File: src/rtl/crs_master_n.sv
// crs_master_n -- N-port command/response/status bus master.
//
// Shares one system bus (y) among N_PORTS peripherals using work-conserving
// round-robin arbitration. It handles single writes, single reads with a
// fixed read latency, and burst writes drained from per-port FIFOs. The burst
// length can optionally be capped. A priority-override (po) bus can take the
// y bus in any cycle. While it does, the transaction FSM freezes.
//
// Ports:
//   clk, rst                     clock, asynchronous active-high reset
//   y_adr/y_wr_data/y_wr         system bus command (override-muxed)
//   y_rd_data                    system bus read data
//   po_en/po_wr/po_adr/po_wr_data  priority-override command
//   po_rd_data                   y_rd_data passed straight through
//   a_wr_req/a_bwr_req/a_rd_req  per-port request vectors
//   a_ack                        per-port acknowledge (one-hot or zero)
//   a_adr/a_wr_data              per-port packed address / write data
//   a_rd_data                    shared read-data register
//   a_buf_rd/a_buf_empty/a_buf_data  per-port burst FIFO interface
//   grant_idx, busy              current grant and FSM-active flag
module crs_master_n #(
  parameter int N_PORTS   = 4,
  parameter int ADR_W     = 12,
  parameter int DATA_W    = 16,
  parameter int RD_LAT    = 3,
  parameter int MAX_BURST = 0,
  parameter int IDX_W     = $clog2(N_PORTS)
) (
  input  logic                              clk,
  input  logic                              rst,
  output logic [ADR_W-1:0]                  y_adr,
  output logic [DATA_W-1:0]                 y_wr_data,
  input  logic [DATA_W-1:0]                 y_rd_data,
  output logic                              y_wr,
  input  logic                              po_en,
  input  logic                              po_wr,
  input  logic [ADR_W-1:0]                  po_adr,
  input  logic [DATA_W-1:0]                 po_wr_data,
  output logic [DATA_W-1:0]                 po_rd_data,
  input  logic [N_PORTS-1:0]                a_wr_req,
  input  logic [N_PORTS-1:0]                a_bwr_req,
  input  logic [N_PORTS-1:0]                a_rd_req,
  output logic [N_PORTS-1:0]                a_ack,
  input  logic [N_PORTS*ADR_W-1:0]          a_adr,
  input  logic [N_PORTS*DATA_W-1:0]         a_wr_data,
  output logic [DATA_W-1:0]                 a_rd_data,
  output logic [N_PORTS-1:0]                a_buf_rd,
  input  logic [N_PORTS-1:0]                a_buf_empty,
  input  logic [N_PORTS*(ADR_W+DATA_W)-1:0] a_buf_data,
  output logic [IDX_W-1:0]                  grant_idx,
  output logic                              busy
);

  typedef enum logic [2:0] {
    S_IDLE, S_WR, S_RD_WAIT, S_BWR_CHK, S_BWR_WAIT, S_BWR_WRITE, S_ACK
  } state_t;

  localparam int                 CNT_W     = (MAX_BURST > 0) ? $clog2(MAX_BURST + 1) : 1;
  localparam logic [CNT_W-1:0]   BURST_CAP = CNT_W'(MAX_BURST);
  localparam logic [3:0]         RD_LAST   = 4'(RD_LAT);
  localparam logic [IDX_W-1:0]   LAST_PORT = IDX_W'(N_PORTS - 1);
  localparam logic [N_PORTS-1:0] ONE_HOT0  = N_PORTS'(1);

  state_t                   state_q, state_d;
  logic [IDX_W-1:0]         grant_q, ptr_q;
  logic [ADR_W-1:0]         y_adr_q;
  logic [DATA_W-1:0]        y_wr_data_q;
  logic [DATA_W-1:0]        a_rd_data_q;
  logic [3:0]               wait_cnt_q;
  logic [CNT_W-1:0]         burst_cnt_q;

  logic [ADR_W-1:0]         adr_v  [N_PORTS];
  logic [DATA_W-1:0]        wdat_v [N_PORTS];
  logic [ADR_W+DATA_W-1:0]  buf_v  [N_PORTS];
  logic [N_PORTS-1:0]       req;
  logic [N_PORTS-1:0]       grant_oh;
  logic [IDX_W-1:0]         pick, cand;
  logic                     pick_valid;
  logic                     burst_stop;
  logic                     int_wr;

  // Unpack the flat per-port buses into arrays that are indexed by port.
  for (genvar k = 0; k < N_PORTS; k++) begin : g_unpack
    assign adr_v[k]  = a_adr[k*ADR_W +: ADR_W];
    assign wdat_v[k] = a_wr_data[k*DATA_W +: DATA_W];
    assign buf_v[k]  = a_buf_data[k*(ADR_W+DATA_W) +: (ADR_W+DATA_W)];
  end

  assign req      = a_wr_req | a_bwr_req | a_rd_req;
  assign grant_oh = ONE_HOT0 << grant_q;

  // Work-conserving round-robin. Scan from the pointer and take the first
  // requester. Idle ports cost no cycles.
  // NOTE: every variable written in this block gets a default first, so no
  // path leaves it unassigned and no latch is inferred.
  always_comb begin
    pick_valid = 1'b0;
    pick       = '0;
    cand       = '0;
    for (int i = 0; i < N_PORTS; i++) begin
      cand = IDX_W'((int'(ptr_q) + i) % N_PORTS);
      if (!pick_valid && req[cand]) begin
        pick_valid = 1'b1;
        pick       = cand;
      end
    end
  end

  assign burst_stop = a_buf_empty[grant_q] ||
                      ((MAX_BURST != 0) && (burst_cnt_q == BURST_CAP));

  always_comb begin
    state_d = state_q;
    unique case (state_q)
      S_IDLE: begin
        if (pick_valid) begin
          if (a_wr_req[pick])       state_d = S_WR;
          else if (a_bwr_req[pick]) state_d = S_BWR_CHK;
          else                      state_d = S_RD_WAIT;
        end
      end
      S_WR:        state_d = S_ACK;
      S_RD_WAIT:   if (wait_cnt_q == RD_LAST) state_d = S_ACK;
      S_BWR_CHK:   state_d = burst_stop ? S_ACK : S_BWR_WAIT;
      S_BWR_WAIT:  state_d = S_BWR_WRITE;
      S_BWR_WRITE: state_d = S_BWR_CHK;
      S_ACK:       if (!req[grant_q]) state_d = S_IDLE;
      default:     state_d = S_IDLE;
    endcase
    // Override freezes the FSM where it is.
    if (po_en) state_d = state_q;
  end

  // NOTE: all sequential state uses non-blocking assignments. Every register
  // then samples pre-edge values, whatever order the statements are in.
  always_ff @(posedge clk or posedge rst) begin
    if (rst) begin
      state_q     <= S_IDLE;
      grant_q     <= '0;
      ptr_q       <= '0;
      y_adr_q     <= '0;
      y_wr_data_q <= '0;
      a_rd_data_q <= '0;
      wait_cnt_q  <= '0;
      burst_cnt_q <= '0;
    end else if (!po_en) begin
      state_q <= state_d;
      unique case (state_q)
        S_IDLE: begin
          if (pick_valid) begin
            grant_q     <= pick;
            y_adr_q     <= adr_v[pick];
            y_wr_data_q <= wdat_v[pick];
            wait_cnt_q  <= '0;
            burst_cnt_q <= '0;
          end
        end
        // The address is launched at the grant edge. The wait spans RD_LAT
        // cycles beyond the first one on the bus, and the capture lands on
        // the edge that follows.
        S_RD_WAIT: begin
          if (wait_cnt_q == RD_LAST) a_rd_data_q <= y_rd_data;
          else                       wait_cnt_q  <= wait_cnt_q + 1'b1;
        end
        // The FIFO word is valid one cycle after a_buf_rd. Register it here so
        // that the write cycle drives stable values.
        S_BWR_WAIT:  {y_adr_q, y_wr_data_q} <= buf_v[grant_q];
        S_BWR_WRITE: burst_cnt_q <= burst_cnt_q + 1'b1;
        S_ACK: begin
          if (state_d == S_IDLE)
            ptr_q <= (grant_q == LAST_PORT) ? '0 : grant_q + 1'b1;
        end
        default: ;
      endcase
    end
  end

  assign int_wr     = (state_q == S_WR) || (state_q == S_BWR_WRITE);
  assign y_wr       = po_en ? po_wr      : int_wr;
  assign y_adr      = po_en ? po_adr     : y_adr_q;
  assign y_wr_data  = po_en ? po_wr_data : y_wr_data_q;
  assign po_rd_data = y_rd_data;

  assign a_buf_rd   = (!po_en && state_q == S_BWR_CHK && !burst_stop) ? grant_oh : '0;
  assign a_ack      = (state_q == S_ACK) ? grant_oh : '0;
  assign a_rd_data  = a_rd_data_q;
  assign grant_idx  = grant_q;
  assign busy       = (state_q != S_IDLE);

endmodule

File: config.mk
export PLATFORM = sky130hd
export DESIGN_NAME = crs_master_n
export DESIGN_NICKNAME = d
export VERILOG_FILES = /design/src/rtl/crs_master_n.sv
export SDC_FILE = /design/constraint.sdc
export NUM_CORES = 1
export LEC_CHECK = 0
export CORE_AREA = 2 2 138 140
export DETAILED_ROUTE_END_ITERATION = 8
export DIE_AREA = 0 0 140 142
export SLEW_MARGIN = 25
export SYNTH_ARGS = -nofsm -noshare
export SYNTH_HDL_FRONTEND = slang
export SYNTH_SLANG_ARGS = --single-unit
File: constraint.sdc
create_clock -name clk -period 4.75 [get_ports clk]
set_clock_uncertainty 0.1 [all_clocks]
set_input_delay 1.1875 -clock clk [delete_from_list [all_inputs] [get_ports clk]]
set_output_delay 1.1875 -clock clk [all_outputs]
set_load 0.03 [all_outputs]
==> flow_summary.toml <==
[status]
outcome = "complete, but fails checks"
violations = "DRC"

[synthesis]
yosysWarnings = 0
synth-compound-area-share = 0.0950
synthArstFlopShare = 1.00
ys_seq_area_frac = 0.285
synth_edf_count = 0
synth.net_count = 738
synth_largest_area_cell = "dfrtp_1"
ys_ff_latch = 55
synthAdderAreaFrac = 0.0130
synthSimpleGateAreaFrac = 0.104
synth_area_per_cell_um2 = 10.8
yosys-top-cells-area = "dfrtp_1 29%, mux2i_1 18%, mux4_2 14%"
syn_inst = 445
synthesis.area_um2 = 4820
synth-main-ff-cell = "dfrtp_1"
ys_types = 39
synthMuxAreaShare = 0.429
synth_top_family_by_area = "multiplexers"
yosysTopAreaCellShare = 0.285
synth_xor_xnor_area_share = 0

[clocking]
cts_resized = 0
post_cts_buffers = 0
insertion_delay_ns = 0.29
clock_sinks = 55
cts_buffers = 5
postCtsHoldBufs = 0
clk_pin_slew_worst_paths_ns = 0.06
cts.path.max_buffers = 2
cts_tree = "done"
cts-htree-levels = 2
cts_root_buffer = "clkbuf_16"

[global_routing]
grt_overflow_total = 0
grt_max_degree = 57
grt_use_total = 0.190
grt_pass1_vias = 5339
antenna_found_initial = 0
grt_first_pass_wirelength_mm = 29.3

[sta]
setup_viol = 0
post-route-period-util = 0.955
tightest_slew_ns = 0.759
final.min_clock_period_ns = 4.54
grt_setup_unrepaired = "no"
slew_headroom = 0.494
tns_ns = 0
maxSlewViolCount = 0
max_freq_mhz = 220
timing.final.ws_setup_ns = 0.212
hold_viol = 0

[cells_and_area]
layout_common_cells = "358 x clkdlybuf4s50_1, 85 x mux2i_1, 53 x dfrtp_1, 46 x mux2_2, 35 x nand2_1"
diodes = 0
multiInputGateArea_um2 = 3120
drive_above_1_share = 0.137
register_area_um2 = 1380
area_growth_pct = 79.4
fin_nets = 1061
final_common_cell = "clkdlybuf4s50_1"
fillers = 1712

[critical_path]
r2r_setup_slack_ns = 2.36
endpoint_kind = "output pin"
r2r-end = "y_adr_q[0]"
critPathLaunch = "a_buf_empty[0]"
r2r-start = "ptr_q[0]"
arrival_ns = 3.25
worstSetupEndpoint = "a_buf_rd[3]"
path_class = "input port to output pin"
r2r_cells = 6
start_kind = "input port"
required_ns = 3.46
cp_max_fo = 4

[place]
dp_slack_ns = 0.219
portBuffers = 359
hpwlAfterDp_mm = 16.1
place.gp.congestion = 0.823

[drt]
dr_total_vias = 4944
drc_errors = 20
wirelength_mm = 19.5
drtAntennaViolNets = 0
drt_iter0_markers = 197
firstDrtPassIters = 9
wl_per_cell_um = 19.4
vias_per_cell = 4.93

[floorplan]
start_util = 0.261
die_area_um2 = 19900
pin_count = 360
die_x_um = 140
coreArea_um2 = 18500
num_rows = 50
chipHeight_um = 142

[pwr]
peakVddDrop_mv = 0.184
power_density_nw_per_um2 = 380
p_leak_nw = 3.71

[job]
cap_violations = 0

[min_path]
hold_path.class = "register to register"
==> final cells by class <==
type | count | share of cell area
timing repair buffer | 371 | 0.427
multi-input combinational | 329 | 0.361
sequential | 55 | 0.159
tap | 234 | 0.0338
clock buffer | 6 | 0.0149
inverter | 6 | 0.00275
clock inverter | 2 | 0.00145
==> critical path: stages <==
cell and delay [ns]:
clkdlybuf4s50_1 0.41, mux4_2 0.46, nor2b_1 0.15, and3_1 0.23, and2_1 0.15, clkdlybuf4s50_1 0.66
==> layer usage <==
metal	track usage	routed length (µm)
met5	0	0
met1	0.204	7120
met3	0.0458	1300
met4	0.0510	417
met2	0.372	10700
==> report_power, final <==
part / switching [mW] / total, mW / internal, mW
sequential: 0.151 / 0.777 / 0.626
combinational: 1.04 / 2.15 / 1.11
clock: 0.167 / 0.362 / 0.195
total: 1.35 / 3.29 / 1.93
==> registers in the layout, indices dropped and copies added, names as in the netlist <==
register and cells:
ptr_q 2, y_adr_q 12, grant_idx 2, wait_cnt_q 4, a_rd_data 16, state_q 3, y_wr_data_q 16
==> per-stage QoR <==
stage	std cells	util	hold slack, ns	power [mW]	cell area [µm²]
floorplan	445	-	0.375	2.21	4820
global placement	995	0.461	0.390	2.93	8510
detailed placement	995	0.461	0.395	2.97	8510
CTS	1003	0.469	0.410	3.34	8650
global route	1003	0.469	0.429	3.50	8650
finish	1003	0.469	0.405	3.29	8650
==> cell usage after synthesis (2+ instances only) <==
| library cell | instances |
|---|---|
| a21oi_1 | 5 |
| a221o_1 | 28 |
| a22o_1 | 2 |
| and2_1 | 5 |
| and3_1 | 7 |
| buf_1 | 6 |
| buf_2 | 7 |
| buf_4 | 19 |
| buf_6 | 3 |
| clkbuf_1 | 17 |
| clkbuf_4 | 2 |
| dfrtp_1 | 55 |
| ha_1 | 5 |
| inv_1 | 6 |
| mux2_2 | 46 |
| mux2i_1 | 85 |
| mux4_2 | 31 |
| nand2_1 | 35 |
| nand3_1 | 7 |
| nand4_1 | 2 |
| nor2_1 | 32 |
| nor2b_1 | 2 |
| nor3_1 | 3 |
| nor3b_1 | 4 |
| o21ai_0 | 9 |
| o21ai_1 | 2 |
| o221ai_1 | 3 |
| o31ai_1 | 2 |
| or3_1 | 5 |
==> cell families after synthesis <==
| kind of cell | Yosys count |
|---|---|
| AOI/OAI and AO/OA | 56 |
| muxes | 162 |
| buffers and inverters | 61 |
| DFF | 55 |
| and+or+nand+nor | 106 |
| adders and majority gates | 5 |
==> how the worst min path moves through the flow <==
stage	start	slack, ns	endpoint	cells after the start
finish	a_rd_data[9]	0.41	a_rd_data[9]	1
global route	a_rd_data[14]	0.43	a_rd_data[14]	1
CTS	a_rd_data[9]	0.41	a_rd_data[9]	1
detailed placement	a_rd_data[9]	0.39	a_rd_data[9]	1
global placement	a_rd_data[9]	0.39	a_rd_data[9]	1
floorplan	y_wr_data_q[0]	0.37	y_wr_data_q[0]	1
Note: power is estimated with default switching activity, not from simulation.
